--- src/rtl/i2c_txn_ctrl.sv ---
// rtl/i2c_txn_ctrl.sv - I2C master for single-byte register write / register read transactions
// Bit timing is four phases of CLK_DIV clocks; scl/sda decode from state, phase and bit index.
module i2c_txn_ctrl #(
   parameter int CLK_DIV = 4
) (
   input  logic       clk,
   input  logic       rst,
   input  logic       start,
   input  logic       rw,
   input  logic [6:0] address,
   input  logic [7:0] register,
   input  logic [7:0] data_wr,
   input  logic       sda_in,
   output logic       scl,
   output logic       sda,
   output logic       busy,
   output logic       done,
   output logic       ack_err,
   output logic [7:0] data_rd
);

   typedef enum logic [3:0] {
      IDLE, START, ADDR, ACK_A, REG, ACK_R, WDATA, ACK_W,
      RSTART, RADDR, ACK_RA, RDATA, MNACK, STOP
   } t_state;

   t_state      r_state;
   t_state      w_next;
   logic [7:0]  r_presc;
   logic [1:0]  r_phase;
   logic [2:0]  r_bit;
   logic        r_rw;
   logic [6:0]  r_addr;
   logic [7:0]  r_reg;
   logic [7:0]  r_wdata;
   logic [7:0]  r_shift;
   logic        r_smp;
   logic        r_busy;
   logic        r_done;
   logic        r_ack_err;
   logic [7:0]  r_data_rd;

   logic        w_accept;
   logic        w_ph_end;
   logic        w_bit_end;
   logic        w_sample;
   logic        w_sda_bit;
   logic        w_last_bit;
   logic        w_byte_state;
   logic        w_ack_state;
   logic [7:0]  w_tx_byte;
   logic        w_scl;
   logic        w_sda;

   assign w_accept     = (r_state == IDLE) && !r_busy && start;
   assign w_ph_end     = (r_presc == 8'(CLK_DIV - 1));
   assign w_bit_end    = w_ph_end && (r_phase == 2'd3);
   assign w_sample     = (r_phase == 2'd3) && (r_presc == 8'd0);
   // With CLK_DIV=1 the sample and the bit end share a cycle, so use sda_in directly then.
   assign w_sda_bit    = w_sample ? sda_in : r_smp;
   assign w_last_bit   = (r_bit == 3'd7);
   assign w_byte_state = (r_state == ADDR) || (r_state == REG) || (r_state == WDATA) ||
                         (r_state == RADDR) || (r_state == RDATA);
   assign w_ack_state  = (r_state == ACK_A) || (r_state == ACK_R) ||
                         (r_state == ACK_W) || (r_state == ACK_RA);

   always_ff @(posedge clk) begin
      if (rst) begin
         r_state <= IDLE;
      end else begin
         r_state <= w_next;
      end
   end

   always_comb begin
      w_next = r_state;
      if (r_state == IDLE) begin
         if (w_accept) w_next = START;
      end else if (w_bit_end) begin
         case (r_state)
            START:   w_next = ADDR;
            ADDR:    if (w_last_bit) w_next = ACK_A;
            ACK_A:   w_next = w_sda_bit ? STOP : REG;
            REG:     if (w_last_bit) w_next = ACK_R;
            ACK_R:   w_next = w_sda_bit ? STOP : (r_rw ? RSTART : WDATA);
            WDATA:   if (w_last_bit) w_next = ACK_W;
            ACK_W:   w_next = STOP;
            RSTART:  w_next = RADDR;
            RADDR:   if (w_last_bit) w_next = ACK_RA;
            ACK_RA:  w_next = w_sda_bit ? STOP : RDATA;
            RDATA:   if (w_last_bit) w_next = MNACK;
            MNACK:   w_next = STOP;
            default: w_next = IDLE;
         endcase
      end
   end

   always_ff @(posedge clk) begin
      if (rst || (r_state == IDLE)) begin
         r_presc <= 8'd0;
         r_phase <= 2'd0;
         r_bit   <= 3'd0;
      end else if (w_ph_end) begin
         r_presc <= 8'd0;
         r_phase <= r_phase + 2'd1;
         if (r_phase == 2'd3) r_bit <= w_byte_state ? r_bit + 3'd1 : 3'd0;
      end else begin
         r_presc <= r_presc + 8'd1;
      end
   end

   always_ff @(posedge clk) begin
      if (rst) begin
         r_busy    <= 1'b0;
         r_done    <= 1'b0;
         r_ack_err <= 1'b0;
         r_data_rd <= 8'h00;
         r_shift   <= 8'h00;
         r_smp     <= 1'b1;
         r_rw      <= 1'b0;
         r_addr    <= 7'h00;
         r_reg     <= 8'h00;
         r_wdata   <= 8'h00;
      end else begin
         r_done <= (r_state == STOP) && w_bit_end;
         if (w_accept) begin
            r_busy    <= 1'b1;
            r_ack_err <= 1'b0;
            r_rw      <= rw;
            r_addr    <= address;
            r_reg     <= register;
            r_wdata   <= data_wr;
         end else if (r_done) begin
            r_busy <= 1'b0;
         end
         if (w_sample) begin
            r_smp <= sda_in;
            if (w_ack_state && sda_in) r_ack_err <= 1'b1;
            if (r_state == RDATA) begin
               r_shift <= {r_shift[6:0], sda_in};
               if (w_last_bit) r_data_rd <= {r_shift[6:0], sda_in};
            end
         end
      end
   end

   always_comb begin
      case (r_state)
         ADDR:    w_tx_byte = {r_addr, 1'b0};
         RADDR:   w_tx_byte = {r_addr, 1'b1};
         WDATA:   w_tx_byte = r_wdata;
         default: w_tx_byte = r_reg;
      endcase
   end

   // Start-type edges land on the P1/P2 boundary with SCL high; data changes only in P0.
   always_comb begin
      w_scl = 1'b1;
      w_sda = 1'b1;
      case (r_state)
         IDLE: begin
            w_scl = 1'b1;
            w_sda = 1'b1;
         end
         START: begin
            w_scl = (r_phase != 2'd3);
            w_sda = !r_phase[1];
         end
         RSTART: begin
            w_scl = (r_phase == 2'd1) || (r_phase == 2'd2);
            w_sda = !r_phase[1];
         end
         STOP: begin
            w_scl = r_phase[1];
            w_sda = (r_phase == 2'd3);
         end
         ADDR, REG, WDATA, RADDR: begin
            w_scl = r_phase[1];
            w_sda = w_tx_byte[3'd7 - r_bit];
         end
         default: begin
            w_scl = r_phase[1];
            w_sda = 1'b1;
         end
      endcase
   end

   assign scl     = w_scl;
   assign sda     = w_sda;
   assign busy    = r_busy;
   assign done    = r_done;
   assign ack_err = r_ack_err;
   assign data_rd = r_data_rd;

endmodule

--- config.mk ---
export PLATFORM = sky130hd
export DESIGN_NAME = i2c_txn_ctrl
export DESIGN_NICKNAME = d
export VERILOG_FILES = /design/src/rtl/i2c_txn_ctrl.sv
export SDC_FILE = /design/constraint.sdc
export NUM_CORES = 1
export LEC_CHECK = 0
export CAP_MARGIN = 0
export CORE_MARGIN = 3
export CORE_UTILIZATION = 30
export DETAILED_ROUTE_END_ITERATION = 12
export GPL_ROUTABILITY_DRIVEN = 1
export SYNTH_ARGS = -nofsm -noshare
export SYNTH_HDL_FRONTEND = slang
export SYNTH_SLANG_ARGS = --single-unit
--- constraint.sdc ---
create_clock -name clk -period 3 [get_ports clk]
set_input_delay 0.3 -clock clk [delete_from_list [all_inputs] [get_ports clk]]
set_output_delay 0.3 -clock clk [all_outputs]
set_load 0.05 [all_outputs]
# Yosys cells after proc, flatten, opt, wreduce, memory -nomap -nowiden
# Cells that the tools add are included.
# word_totals
reg_bits	60
latchBits	0
mem_bits_rw	0
romBits	0
output_inout_bits	13
memories	0
# classes
n_addsub	4
multipliers	0
div	0
n_lt_le_gt_ge	1
n_eq_ne	25
n_shift	0
mux	25
bitwise_logic	0
n_reduce_logical	29
# op_table
operator	n
$mux W4	11
$pmux W4 S11	1
$eq A4 B4 Y1 const B	6
$pmux W8 S3	1
$eq A4 B3 Y1 const B	4
$ne A3 B3 Y1 const B	5
$logic_or A1 B1 Y1	9
$add A8 B1 Y8 const B	1
$eq A4 B2 Y1 const B	2
$eq A8 B2 Y1 const B	1
$logic_not A8 Y1	1
$mux W1	7
$reduce_and A7 Y1	1
$logic_and A1 B1 Y1	6
$mux W3	2
$pmux W1 S3	2
$reduce_or A2 Y1	3
$eq A2 B2 Y1 const B	2
$eq A4 B1 Y1 const B	1
$logic_not A4 Y1	1
$lt A3 B4 Y1 const B	1
$ne A2 B2 Y1 const B	2
$reduce_and A2 Y1	2
$reduce_bool A2 Y1	2
9 further kinds	10

# Logic depth before layout (Yosys ltp)
# Gate-level depths: netlist of the first run.
# depth
word_depth	7
ltp_mapped	10
depth_no_buf	8

# Worst setup path after synthesis of the first run
# OpenSTA, ideal clock, no wires.
# synth_timing
path_kind	reg2out
startpoint	register r_state[3]
endpoint	output sda
t_arrival_ps	3014
t_required_ps	2700
setup_slack_ps	-314
stages_incl_launch_ff	8
path_buffers	1
cell_sequence	dfxtp_1 -> buf_4 -> or2_2 -> o2bb2ai_1 -> a22oi_1 -> mux4_2 -> and3_1 -> a311oi_1
# synth_between
elab_chain_len	5
elab_cells_between_ends	13
cone_classes	eq/ne: 7; mux: 4; reduce/logical: 2
# synth_lines
item	line	text
start: declaration	27	t_state r_state;
start signal: assignment	71	r_state <= w_next;
$eq A4 B3 Y1, or another cell as far along	148, 160	
$pmux W8 S3	148	case (r_state)
$bmux W1 S3	179	w_sda = w_tx_byte[3'd7 - r_bit];
$mux W1 (implied by the code)	179	
$pmux W1 S3 *	160	case (r_state)
end: declaration	15	output logic sda,
# Mark *: on every way between the ends. The rest lies on a longest branch, timed or not. The select of a mux whose other input is x is not followed.

# Final worst setup path of the first run
# layout_timing
startpoint	register r_state[2]
endpoint	output sda
# Same word-level chain as after synthesis.

==> results.py, run 1 <==
metrics = {
    "run_status": {
        "outcome": "completed",
    },
    "worst_setup_path": {
        "crit_type": "reg -> out",
        "critPathCaptureType": "output port",
        "critPathTopFamily": "simple AND/OR/NAND/NOR gates",
        "critPathLaunchType": "flip-flop",
        "rrSetupSlack_ns": 0.60,
        "cp_max_fo": 7,
        "cp.required_ns": 2.70,
        "reg2reg_from": "r_presc[2]$_SDFF_PP0_",
        "slowest_stage": "or4_1",
        "crit_chain": "nand2_1 > nor3_4 > a221o_1 > o2bb2ai_1 > or4_1 > a311oi_2 > buf_12",
        "crit_buf_inv": 1,
        "critPathMaxStageDelay_ns": 0.51,
        "worstPathArrival_ns": 2.59,
        "critPathLaunch": "r_state[2]$_SDFFE_PP0P_",
    },
    "yosys": {
        "synth_edf_count": 0,
        "ys_seq_area_share_pct": 42.3,
        "ys_warn_count": 0,
        "ys_async_sr_fraction_pct": 0,
        "ys_types": 56,
        "netlist_instances": 334,
        "syn_area_per_cell_um2": 8.49,
        "synth.net_count": 367,
        "synth_ff_type": "dfxtp_1",
        "syn-cell-area_um2": 2840,
        "synth.ff_latch_count": 60,
    },
    "finish": {
        "fin_nets": 406,
        "mostFrequentLayoutCells": "nand2_1, dfxtp_1, clkdlybuf4s50_1",
        "multiInputGateArea_um2": 1520,
        "final_core_util_pct": 39.7,
        "finalNonFillerCells": 485,
        "drive_gt1_share_pct": 11.9,
        "regArea_um2": 1210,
        "fill_cells": 926,
        "layout_commonest_cell": "nand2_1",
        "syn_to_final_growth_pct": 25.1,
        "diodes": 0,
    },
    "floorplanning": {
        "num_io_pins": 41,
        "core_um2": 8930,
        "start_util_pct": 31.8,
        "rows": 34,
        "dieArea_um2": 10700,
        "die_x_um": 103,
        "die_h_um": 103,
    },
    "detailed_routing": {
        "drtAntennaViolNets": 0,
        "routed.top_layer": "met4",
        "drc": 0,
        "wl_met3_um": 455,
        "wirelength_mm": 6.45,
        "wl_per_cell_um": 13.3,
        "vias": 2440,
        "firstDrtPassIters": 5,
        "vias_per_cell": 5.03,
        "m1WireLength_mm": 3.09,
        "drt_iter0_drc": 175,
        "wl_met2_mm": 2.83,
    },
    "hold_path": {
        "holdCritPathClass": "reg -> reg",
        "hp-start": "r_reg[1]$_SDFFE_PP0P_",
    },
    "power_and_ir_drop": {
        "power_frac_clock_pct": 41.1,
        "p_per_area_nw_per_um2": 476,
        "p_leak_nw": 1.22,
        "intPower_mw": 1.27,
        "p_sw_share_pct": 24.6,
        "seq_power_share_pct": 50.0,
        "ir_worst_vdd_mv": 0.322,
        "power_switching_uw": 416,
        "p_comb_share_pct": 9.0,
    },
    "placed_design": {
        "port-buffer-count": 40,
        "place_inst": 469,
        "place.gp.congestion": 0.843,
        "place_hpwl_mm": 4.66,
    },
    "sta": {
        "max_slew.worst_pin.slew_ns": 0.762,
        "hold_viol_final": 0,
        "post-route-min-period_ns": 2.89,
        "setup_viol": 0,
        "holdWs_ns": 0.458,
        "finalCritPeriodShare_pct": 96.2,
        "slew_viol_final": 0,
        "fmax_ghz": 0.347,
        "relSlewSlack_pct": 49.2,
        "finClkSkew_ns": 0.00964,
    },
    "cts": {
        "path_clk_slew_ns": 0.07,
        "cts_buffers": 9,
        "cts_tree": "built",
        "htreeDepth": 3,
        "clock-sinks": 60,
        "insertion_delay_ns": 0.34,
        "clockBufferDepth": 2,
        "root_buffer": "clkbuf_8",
    },
    "grt": {
        "antenna_found_initial": 0,
        "grt_max_degree": 28,
        "grt_usage_pct": 13.2,
        "grt_pass1_wl_mm": 10.9,
        "grt-ovfl-total": 0,
        "grt_pass1_vias": 2294,
    },
    "run": {
        "max-cap-violations": 0,
    },
}
-- path summary, 6_finish.rpt --
check,endpoint,cells after the start
setup / recovery,sda,7
hold / removal,r_reg[1]$_SDFFE_PP0P_,2
setup reg to reg,r_state[2]$_SDFFE_PP0P_,6
hold reg to reg,r_reg[1]$_SDFFE_PP0P_,2
-- synth_stat cells, types with 3 or more instances --
master	instances	area share [%]
a21oi_1	34	6.0
dfxtp_1	60	42
nor2_1	35	4.6
ha_1	5	2.2
xor2_1	3	0.93
nor3_1	5	0.88
nand2_1	72	9.5
nor3b_1	3	0.79
o21ai_0	11	1.9
xnor2_1	4	1.2
clkbuf_1	13	1.7
a221oi_1	3	0.93
inv_1	9	1.2
a22oi_1	5	1.3
nand3_1	7	1.2
mux2i_1	17	6.0
-- worst register-to-register path, stage by stage, from the launching register on --
cell,delay [ns]
dfxtp_1,0.35
or4_4,0.59
nor4_4,0.33
mux2_2,0.42
a211oi_1,0.32
a2111oi_2,0.08
o21bai_1,0.19
-- through the flow --
stage	setup WS (ns)	area [um^2]	power [mW]	TNS [ns]
after floorplan	0.147	2840	0.944	0
after global placement	0.301	3330	1.01	0
after detailed placement	0.230	3330	1.01	0
after CTS	0.00128	3520	1.71	0
after global routing	-0.00327	3550	1.76	-0.00327
final	0.114	3550	1.69	0
-- metal layers --
layer  vias to the layer above  GRT usage, %
met5                         -             0
met4                         0          6.47
met3                         6          4.16
met2                        72          19.5
met1                      1123          17.3
li1                       1239             -
-- area by class of cell --
type | count | area share [%]
clock buffer | 11 | 3.70
clock inverter | 4 | 1.45
inverter | 9 | 0.952
multi-input combinational | 245 | 42.9
sequential | 60 | 34.0
tap | 108 | 3.81
timing repair buffer | 48 | 13.2
-- cell families (layout without fill, tap and decap cells) --
family                     Yosys count  in the layout  share of synthesized area [%]
AOI/OAI and AO/OA                   71             71                           16.3
DFF                                 60             60                           42.3
adders and majority gates            5              5                           2.21
and+or+nand+nor                    142            142                           23.8
buffers and inverters               29             72                           5.16
muxes                               20             20                           7.98
xor gates and xnor gates             7              7                           2.16
-- repair_timing --
action / CTS / global route
hold buffers: 0 / 0
pin swaps: 0 / 3
setup endpoints to repair: 1 / 1
buffers inserted: 0 / 1
gates resized for setup: 3 / 5
-- power groups by stage --
stage               Sequential [mW]  Combinational, mW  Clock [mW]
floorplan                     0.858             0.0861           0
global placement              0.861              0.149           0
detailed placement            0.861              0.150           0
CTS                           0.843              0.151       0.716
global route                  0.847              0.169       0.749
finish                        0.843              0.152       0.693
(Power assumes the default switching activity.)
==> run 2: changes to the inputs <==
- ABC_CLOCK_PERIOD_IN_PS: unset -> 3000
- CAP_MARGIN: 0 -> 20
==> results of run 2 <==
Same layout as run 1: the final DEF is identical, and so are final timing and power.
